===== src/rtl/cache_pkg.sv =====
// Shared definitions for the cache fill arbiter, the caches and the memory model.
// Latency: n/a (constants, types and helpers only).
// Backpressure: n/a.
package cache_pkg;

    localparam int ADDR_W            = 16;
    localparam int DATA_W            = 16;
    localparam int WORDS_PER_BLOCK   = 8;
    localparam int BLOCK_OFFSET_BITS = 4;
    localparam int MEM_LATENCY       = 4;

    localparam int WORD_IDX_W = $clog2(WORDS_PER_BLOCK);
    // One extra bit so a counter can hold WORDS_PER_BLOCK itself ("all done").
    localparam int CNT_W      = WORD_IDX_W + 1;

    localparam logic [CNT_W-1:0]  CNT_FULL   = CNT_W'(WORDS_PER_BLOCK);
    localparam logic [CNT_W-1:0]  CNT_LAST   = CNT_W'(WORDS_PER_BLOCK - 1);
    localparam logic [ADDR_W-1:0] BLOCK_MASK = ~ADDR_W'((1 << BLOCK_OFFSET_BITS) - 1);
    localparam logic [ADDR_W-1:0] WORD_MASK  = ~ADDR_W'(1);

    typedef enum logic [1:0] {
        IDLE  = 2'b00,
        WRITE = 2'b01,
        FILL  = 2'b10
    } arb_state_t;

    // Byte address of the first word of the block containing addr.
    function automatic logic [ADDR_W-1:0] block_base(input logic [ADDR_W-1:0] addr);
        return addr & BLOCK_MASK;
    endfunction

endpackage


===== src/rtl/cache_fill_arbiter_if.sv =====
// Bundle between the I/D caches, the main memory and the fill arbiter.
// Latency: n/a (wires only).
// Backpressure: level requests held until the matching done pulse; memory has fixed latency.
// slave  : arbiter view (requests and memory responses in, memory commands and fill data out)
// master : environment view (caches + memory model), directions mirrored
interface cache_fill_arbiter_if;
    import cache_pkg::*;

    // cache requests
    logic                  i_miss;
    logic [ADDR_W-1:0]     i_miss_addr;
    logic                  d_miss;
    logic [ADDR_W-1:0]     d_miss_addr;
    logic                  d_wr_req;
    logic [ADDR_W-1:0]     d_wr_addr;
    logic [DATA_W-1:0]     d_wr_data;
    // memory port
    logic                  mem_en;
    logic                  mem_wr;
    logic [ADDR_W-1:0]     mem_addr;
    logic [DATA_W-1:0]     mem_wdata;
    logic [DATA_W-1:0]     mem_rdata;
    logic                  mem_data_valid;
    // fill return and completion
    logic [DATA_W-1:0]     fill_data;
    logic [WORD_IDX_W-1:0] fill_word;
    logic                  i_fill_we;
    logic                  d_fill_we;
    logic                  i_done;
    logic                  d_done;
    logic                  d_wr_done;
    logic                  busy;

    modport slave (
        input  i_miss, i_miss_addr, d_miss, d_miss_addr,
        input  d_wr_req, d_wr_addr, d_wr_data,
        input  mem_rdata, mem_data_valid,
        output mem_en, mem_wr, mem_addr, mem_wdata,
        output fill_data, fill_word, i_fill_we, d_fill_we,
        output i_done, d_done, d_wr_done, busy
    );

    modport master (
        output i_miss, i_miss_addr, d_miss, d_miss_addr,
        output d_wr_req, d_wr_addr, d_wr_data,
        output mem_rdata, mem_data_valid,
        input  mem_en, mem_wr, mem_addr, mem_wdata,
        input  fill_data, fill_word, i_fill_we, d_fill_we,
        input  i_done, d_done, d_wr_done, busy
    );

endinterface


===== src/rtl/word_counter.sv =====
// Saturating up-counter with synchronous clear and count enable.
// Latency: 1 cycle from clr/en to cnt.
// Backpressure: none; holds at SAT while en stays high.
// Ports: clk, rst_n (async active-low), clr, en, cnt[W-1:0]
module word_counter #(
    parameter int W   = 4,
    parameter int SAT = 8
) (
    input  logic         clk,
    input  logic         rst_n,
    input  logic         clr,
    input  logic         en,
    output logic [W-1:0] cnt
);

    localparam logic [W-1:0] SAT_V = W'(SAT);

    always_ff @(posedge clk or negedge rst_n) begin
        if (!rst_n) begin
            cnt <= '0;
        end else if (clr) begin
            cnt <= '0;
        end else if (en && (cnt != SAT_V)) begin
            cnt <= cnt + 1'b1;
        end
    end

endmodule


===== src/rtl/cache_fill_arbiter.sv =====
// Shares one fixed-latency main memory between I-cache fills, D-cache fills and D-side stores.
// Latency: store = 1 busy cycle; block fill = WORDS_PER_BLOCK + MEM_LATENCY busy cycles.
// Backpressure: requests are levels held until done; arbitration only in IDLE, no preemption.
// Ports: clk, rst_n (async active-low), bus (cache_fill_arbiter_if.slave)
module cache_fill_arbiter
    import cache_pkg::*;
(
    input  logic                 clk,
    input  logic                 rst_n,
    cache_fill_arbiter_if.slave  bus
);

    arb_state_t        state;
    logic              own_d;
    logic [ADDR_W-1:0] base;
    logic [ADDR_W-1:0] wr_addr;
    logic [DATA_W-1:0] wr_data;

    logic [CNT_W-1:0]  issue_cnt;
    logic [CNT_W-1:0]  rx_cnt;

    logic              cnt_clr;
    logic              issue_en;
    logic              issuing;
    logic              rx_open;
    logic              rx_take;
    logic              last_word;
    logic [ADDR_W-1:0] issue_off;

    // Counters are held at zero while idle, so every grant starts from a clean block.
    assign cnt_clr   = (state == IDLE);
    assign issue_en  = (state == FILL);
    assign issuing   = (state == FILL) && (issue_cnt < CNT_FULL);
    assign rx_open   = (state == FILL) && (rx_cnt < CNT_FULL);
    assign rx_take   = rx_open && bus.mem_data_valid;
    assign last_word = rx_take && (rx_cnt == CNT_LAST);
    // Word offset never exceeds the block, so OR-ing into the base cannot carry.
    assign issue_off = {{(ADDR_W-WORD_IDX_W-1){1'b0}}, issue_cnt[WORD_IDX_W-1:0], 1'b0};

    word_counter #(.W(CNT_W), .SAT(WORDS_PER_BLOCK)) u_issue_cnt (
        .clk   (clk),
        .rst_n (rst_n),
        .clr   (cnt_clr),
        .en    (issue_en),
        .cnt   (issue_cnt)
    );

    word_counter #(.W(CNT_W), .SAT(WORDS_PER_BLOCK)) u_rx_cnt (
        .clk   (clk),
        .rst_n (rst_n),
        .clr   (cnt_clr),
        .en    (rx_take),
        .cnt   (rx_cnt)
    );

    // Store beats D fill beats I fill: the D side belongs to the older instruction.
    always_ff @(posedge clk or negedge rst_n) begin
        if (!rst_n) begin
            state   <= IDLE;
            own_d   <= 1'b0;
            base    <= '0;
            wr_addr <= '0;
            wr_data <= '0;
        end else begin
            case (state)
                IDLE: begin
                    if (bus.d_wr_req) begin
                        state   <= WRITE;
                        wr_addr <= bus.d_wr_addr & WORD_MASK;
                        wr_data <= bus.d_wr_data;
                    end else if (bus.d_miss) begin
                        state <= FILL;
                        own_d <= 1'b1;
                        base  <= block_base(bus.d_miss_addr);
                    end else if (bus.i_miss) begin
                        state <= FILL;
                        own_d <= 1'b0;
                        base  <= block_base(bus.i_miss_addr);
                    end
                end
                WRITE: state <= IDLE;
                FILL: begin
                    if (last_word) begin
                        state <= IDLE;
                    end
                end
                default: state <= IDLE;
            endcase
        end
    end

    logic                  mem_en_c;
    logic                  mem_wr_c;
    logic [ADDR_W-1:0]     mem_addr_c;
    logic [DATA_W-1:0]     mem_wdata_c;
    logic [DATA_W-1:0]     fill_data_c;
    logic [WORD_IDX_W-1:0] fill_word_c;
    logic                  i_fill_we_c;
    logic                  d_fill_we_c;
    logic                  i_done_c;
    logic                  d_done_c;
    logic                  d_wr_done_c;

    // Everything reads zero in IDLE; only fill data, write enables and fill done
    // look at mem_data_valid, the rest is decoded from state and counters.
    always_comb begin
        mem_en_c    = 1'b0;
        mem_wr_c    = 1'b0;
        mem_addr_c  = '0;
        mem_wdata_c = '0;
        fill_data_c = '0;
        fill_word_c = '0;
        i_fill_we_c = 1'b0;
        d_fill_we_c = 1'b0;
        i_done_c    = 1'b0;
        d_done_c    = 1'b0;
        d_wr_done_c = 1'b0;
        case (state)
            WRITE: begin
                mem_en_c    = 1'b1;
                mem_wr_c    = 1'b1;
                mem_addr_c  = wr_addr;
                mem_wdata_c = wr_data;
                d_wr_done_c = 1'b1;
            end
            FILL: begin
                if (issuing) begin
                    mem_en_c   = 1'b1;
                    mem_addr_c = base | issue_off;
                end
                if (rx_open) begin
                    fill_word_c = rx_cnt[WORD_IDX_W-1:0];
                end
                if (rx_take) begin
                    fill_data_c = bus.mem_rdata;
                    i_fill_we_c = !own_d;
                    d_fill_we_c = own_d;
                end
                if (last_word) begin
                    i_done_c = !own_d;
                    d_done_c = own_d;
                end
            end
            default: ;
        endcase
    end

    assign bus.mem_en    = mem_en_c;
    assign bus.mem_wr    = mem_wr_c;
    assign bus.mem_addr  = mem_addr_c;
    assign bus.mem_wdata = mem_wdata_c;
    assign bus.fill_data = fill_data_c;
    assign bus.fill_word = fill_word_c;
    assign bus.i_fill_we = i_fill_we_c;
    assign bus.d_fill_we = d_fill_we_c;
    assign bus.i_done    = i_done_c;
    assign bus.d_done    = d_done_c;
    assign bus.d_wr_done = d_wr_done_c;
    assign bus.busy      = (state != IDLE);

endmodule


===== src/flat_wrapper.sv =====
// flat-port wrapper written by rule: the top's interface ports become plain ports
module cache_fill_arbiter_flat import cache_pkg::*;
  (clk, rst_n, bus_i_miss, bus_i_miss_addr, bus_d_miss, bus_d_miss_addr, bus_d_wr_req, bus_d_wr_addr, bus_d_wr_data, bus_mem_rdata, bus_mem_data_valid, bus_mem_en, bus_mem_wr, bus_mem_addr, bus_mem_wdata, bus_fill_data, bus_fill_word, bus_i_fill_we, bus_d_fill_we, bus_i_done, bus_d_done, bus_d_wr_done, bus_busy);
  cache_fill_arbiter_if bus_i ();
  input  logic clk;
  input  logic rst_n;
  input wire logic [$bits(bus_i.i_miss)-1:0] bus_i_miss;
  input wire logic [$bits(bus_i.i_miss_addr)-1:0] bus_i_miss_addr;
  input wire logic [$bits(bus_i.d_miss)-1:0] bus_d_miss;
  input wire logic [$bits(bus_i.d_miss_addr)-1:0] bus_d_miss_addr;
  input wire logic [$bits(bus_i.d_wr_req)-1:0] bus_d_wr_req;
  input wire logic [$bits(bus_i.d_wr_addr)-1:0] bus_d_wr_addr;
  input wire logic [$bits(bus_i.d_wr_data)-1:0] bus_d_wr_data;
  input wire logic [$bits(bus_i.mem_rdata)-1:0] bus_mem_rdata;
  input wire logic [$bits(bus_i.mem_data_valid)-1:0] bus_mem_data_valid;
  output wire logic [$bits(bus_i.mem_en)-1:0] bus_mem_en;
  output wire logic [$bits(bus_i.mem_wr)-1:0] bus_mem_wr;
  output wire logic [$bits(bus_i.mem_addr)-1:0] bus_mem_addr;
  output wire logic [$bits(bus_i.mem_wdata)-1:0] bus_mem_wdata;
  output wire logic [$bits(bus_i.fill_data)-1:0] bus_fill_data;
  output wire logic [$bits(bus_i.fill_word)-1:0] bus_fill_word;
  output wire logic [$bits(bus_i.i_fill_we)-1:0] bus_i_fill_we;
  output wire logic [$bits(bus_i.d_fill_we)-1:0] bus_d_fill_we;
  output wire logic [$bits(bus_i.i_done)-1:0] bus_i_done;
  output wire logic [$bits(bus_i.d_done)-1:0] bus_d_done;
  output wire logic [$bits(bus_i.d_wr_done)-1:0] bus_d_wr_done;
  output wire logic [$bits(bus_i.busy)-1:0] bus_busy;
  assign bus_i.i_miss = bus_i_miss;
  assign bus_i.i_miss_addr = bus_i_miss_addr;
  assign bus_i.d_miss = bus_d_miss;
  assign bus_i.d_miss_addr = bus_d_miss_addr;
  assign bus_i.d_wr_req = bus_d_wr_req;
  assign bus_i.d_wr_addr = bus_d_wr_addr;
  assign bus_i.d_wr_data = bus_d_wr_data;
  assign bus_i.mem_rdata = bus_mem_rdata;
  assign bus_i.mem_data_valid = bus_mem_data_valid;
  assign bus_mem_en = bus_i.mem_en;
  assign bus_mem_wr = bus_i.mem_wr;
  assign bus_mem_addr = bus_i.mem_addr;
  assign bus_mem_wdata = bus_i.mem_wdata;
  assign bus_fill_data = bus_i.fill_data;
  assign bus_fill_word = bus_i.fill_word;
  assign bus_i_fill_we = bus_i.i_fill_we;
  assign bus_d_fill_we = bus_i.d_fill_we;
  assign bus_i_done = bus_i.i_done;
  assign bus_d_done = bus_i.d_done;
  assign bus_d_wr_done = bus_i.d_wr_done;
  assign bus_busy = bus_i.busy;
  cache_fill_arbiter u_core (.clk(clk), .rst_n(rst_n), .bus(bus_i));
endmodule

===== config.mk =====
export PLATFORM = sky130hd
export DESIGN_NAME = cache_fill_arbiter_flat
export DESIGN_NICKNAME = d
export VERILOG_FILES = /design/src/rtl/cache_pkg.sv /design/src/rtl/cache_fill_arbiter_if.sv /design/src/rtl/word_counter.sv /design/src/rtl/cache_fill_arbiter.sv /design/src/flat_wrapper.sv
export SDC_FILE = /design/constraint.sdc
export NUM_CORES = 1
export LEC_CHECK = 0
export ABC_CLOCK_PERIOD_IN_PS = 2000
export BUFFER_PORTS_ARGS = -buffer_cell sky130_fd_sc_hd__buf_2
export CAP_MARGIN = 20
export CORE_ASPECT_RATIO = 1.5
export CORE_MARGIN = 10
export CORE_UTILIZATION = 46
export DETAILED_ROUTE_END_ITERATION = 8
export PLACE_DENSITY = 0.8
export SLEW_MARGIN = 40
export SYNTH_ARGS = -nofsm -noshare
export SYNTH_HDL_FRONTEND = slang
export SYNTH_HIERARCHICAL = 1
export SYNTH_SLANG_ARGS = --single-unit
export TNS_END_PERCENT = 10

===== constraint.sdc =====
create_clock -name clk -period 2 [get_ports clk]
set_input_delay 0.4 -clock clk [delete_from_list [all_inputs] [get_ports clk]]
set_output_delay 0.4 -clock clk [all_outputs]
set_load 0.1 [all_outputs]

==> flow_metrics.env <==
export IMPL_finalCritPeriodShare_pct=109
export IMPL_rsz0062_at_grt="yes"
export IMPL_synth_main_ff_cell="dfrtp_1"
export IMPL_min_period_ns=2.18
export IMPL_slew_viol_final=0
export IMPL_grt_pass1_wl_um=16100
export IMPL_io_pins=145
export IMPL_worstPathMaxFanout=20
export IMPL_cp_required_ns=1.60
export IMPL_syn_num_nets=370
export IMPL_synth_area_leader_cell="dfrtp_1"
export IMPL_worst_slew_pin_slew_ns=0.624
export IMPL_grt_max_degree=33
export IMPL_syn2layout_area_growth_pct=74.3
export IMPL_hpwl_um=7500
export IMPL_yosysTopAreaCellShare_pct=45.5
export IMPL_peakVddDrop_uv=870
export IMPL_final_util_pct=83.3
export IMPL_crit_arrival_ns=1.78
export IMPL_vias=2773
export IMPL_drv_cap=0
export IMPL_hold_slack_ns=0.0845
export IMPL_synth_edf_count=0
export IMPL_pre_cts_slack_ns=0.0268
export IMPL_synth_seq_cells=54
export IMPL_htree_levels=2
export IMPL_yosysWarnings=6
export IMPL_cts_buffers=5
export IMPL_wl_um=10400
export IMPL_place_inst=478
export IMPL_synthArstFlopShare_pct=100
export IMPL_cts_root_buffer="clkbuf_8"
export IMPL_antenna_found_initial=0
export IMPL_portBuffers=134
export IMPL_drtPass1Iterations=4
export IMPL_p_leak_nw=2.35
export IMPL_row_count=35
export IMPL_syn_inst=277
export IMPL_slew_headroom_pct=58.4
export IMPL_drc=0
export IMPL_clockBufferDepth=2
export IMPL_synth_seq_area_share_pct=45.5
export IMPL_setup_viol=38
export IMPL_start_kind="flop"
export IMPL_fp_dieW_um=85.6
export IMPL_worst_slack_ns=-0.176
export IMPL_initial_core_util_pct=47.8
export IMPL_synth_top_cells_by_area="dfrtp_1, mux2_1, mux2i_1"
export IMPL_final_nets=515
export IMPL_clock_sinks=54
export IMPL_grt_pass1_vias=3132
export IMPL_drive_gt1_share_pct=59.6
export IMPL_groute_usage_overall_pct=19.4
export IMPL_finalNonFillerCells=497
export IMPL_cp_end_kind="output pin"
export IMPL_crit_path_end="bus_fill_data[12]"
export IMPL_cts_tree="done"
export IMPL_drtIter0Drc=111
export IMPL_timing_rr_start="u_core/state[0]"
export IMPL_synth_common_cells="dfrtp_1, mux2_1, and2_1, and3_1, nor2b_1"
export IMPL_final_area_um2=5180
export IMPL_synth_most_common_cell="dfrtp_1"
export IMPL_antenna_cells=0
export IMPL_clock_fmax_mhz=460
export IMPL_insertion_delay_ns=0.31
export IMPL_critical_path_class="reg2out"
export IMPL_fin_setup_tns_ns=-5.63
export IMPL_die_h_um=118
export IMPL_hold_path_class="in2async"
export IMPL_syn_area_um2=2970
export IMPL_coreArea_um2=6220
export IMPL_clk_pin_slew_ns=0.10
export IMPL_timing_rr_end="u_core/u_rx_cnt/cnt[2]"
export IMPL_finClkSkew_ns=0.00853
export IMPL_r2r_slack_ns=0.16
export IMPL_grt_overflow=0
export IMPL_power_density_nw_per_um2=1680
export IMPL_dieArea_um2=10100
export IMPL_synth_cell_types=39
export IMPL_status="finished with violations"
export IMPL_reg2reg_depth=9
export IMPL_ant_nets=0
export IMPL_startpoint="u_core/state[0]"
export IMPL_routabilityCongestion=0.820
export IMPL_power_mw=8.68
export IMPL_hold_violations=0
export IMPL_violations="negative setup slack"
export IMPL_synth_avg_cell_area_um2=10.7
export IMPL_wl_per_cell_um=20.9
export IMPL_dpl_cell_area_um2=4820
export IMPL_avgViaCountPerCell=5.58
area by class of cell:
cell class                      count  area [um2]
Multi-Input combinational cell    195        1810
Clock buffer                        5        68.8
Timing Repair Buffer              157        1800
Clock inverter                      3        23.8
Sequential cell                    54        1350
Fill cell                         321        1040
Tap cell                           74        92.6
Inverter                            9        36.3
report_power, final:
group | internal (mW) | total [mW] | switching (mW) | leakage, nW
sequential | 1.57 | 1.96 | 0.387 | 0.661
combinational | 2.53 | 6.09 | 3.56 | 1.65
clock | 0.251 | 0.630 | 0.379 | 0.0408
total | 4.36 | 8.68 | 4.33 | 2.35
layer usage:
metal,track usage [%],wire length (um)
met1,18.7,3550
met2,36.2,5740
met4,7.13,239
met5,0,0
met3,6.60,854
cells in the final DEF, fill, tap and decap left out, types with 9 or more instances in the layout:
master and instances:
buf_4 15, buf_12 63, o21ai_1 16, mux2i_1 14, mux2_1 29, a22oi_2 15
buf_2 76, and3_2 16, and2_4 16, nor2b_4 17, o21ai_0 9, dfrtp_1 54
state kept, by name, indices dropped and copies added, names as in the netlist:
register,cells
u_core/wr_data,16
u_core/own_d,1
u_core/u_issue_cnt/cnt,4
u_core/state,2
u_core/u_rx_cnt/cnt,4
u_core/wr_addr,15
u_core/base,12
cell families (layout without fill, tap and decap cells):
logic type                 count (synthesis)  count (layout)  share of synthesized area [%]
buffers and inverters                     28             174                           5.10
adders and majority gates                  7               7                           2.95
and+or+nand+nor                           86              86                           17.1
muxes                                     47              47                           17.5
other                                      1               1                          0.126
xor gates and xnor gates                   2               2                          0.590
DFF                                       54              54                           45.5
AOI/OAI and AO/OA                         52              52                           11.2
timing repair:
| item | 4_1_cts | 5_1_grt |
|---|---|---|
| hold buffers | 0 | 0 |
| setup endpoints to repair | 56 | 56 |
| cloned | 1 | 0 |
| pin swaps | 2 | 2 |
| gates resized for setup | 20 | 30 |
| setup buffers | 5 | 5 |
| hold endpoints to repair | 0 | 0 |
how the worst min path moves through the flow:
stage / slack, ns / from / to / cells after the start
after floorplan: 0.10 / rst_n / u_core/base[10] / 0
final: 0.08 / rst_n / u_core/base[9] / 1
after global placement: 0.43 / rst_n / u_core/wr_addr[15] / 1
after detailed placement: 0.45 / rst_n / u_core/base[9] / 1
after global routing: 0.12 / rst_n / u_core/base[12] / 1
after CTS: 0.10 / rst_n / u_core/base[12] / 1
critical path, cell delays in order, from the launching register on:
cell and delay (ns):
dfrtp_1 0.41, inv_2 0.09, ha_4 0.17, nor2b_4 0.21, buf_8 0.17, and3_2 0.23, buf_12 0.18
(Power assumes the default switching activity.)
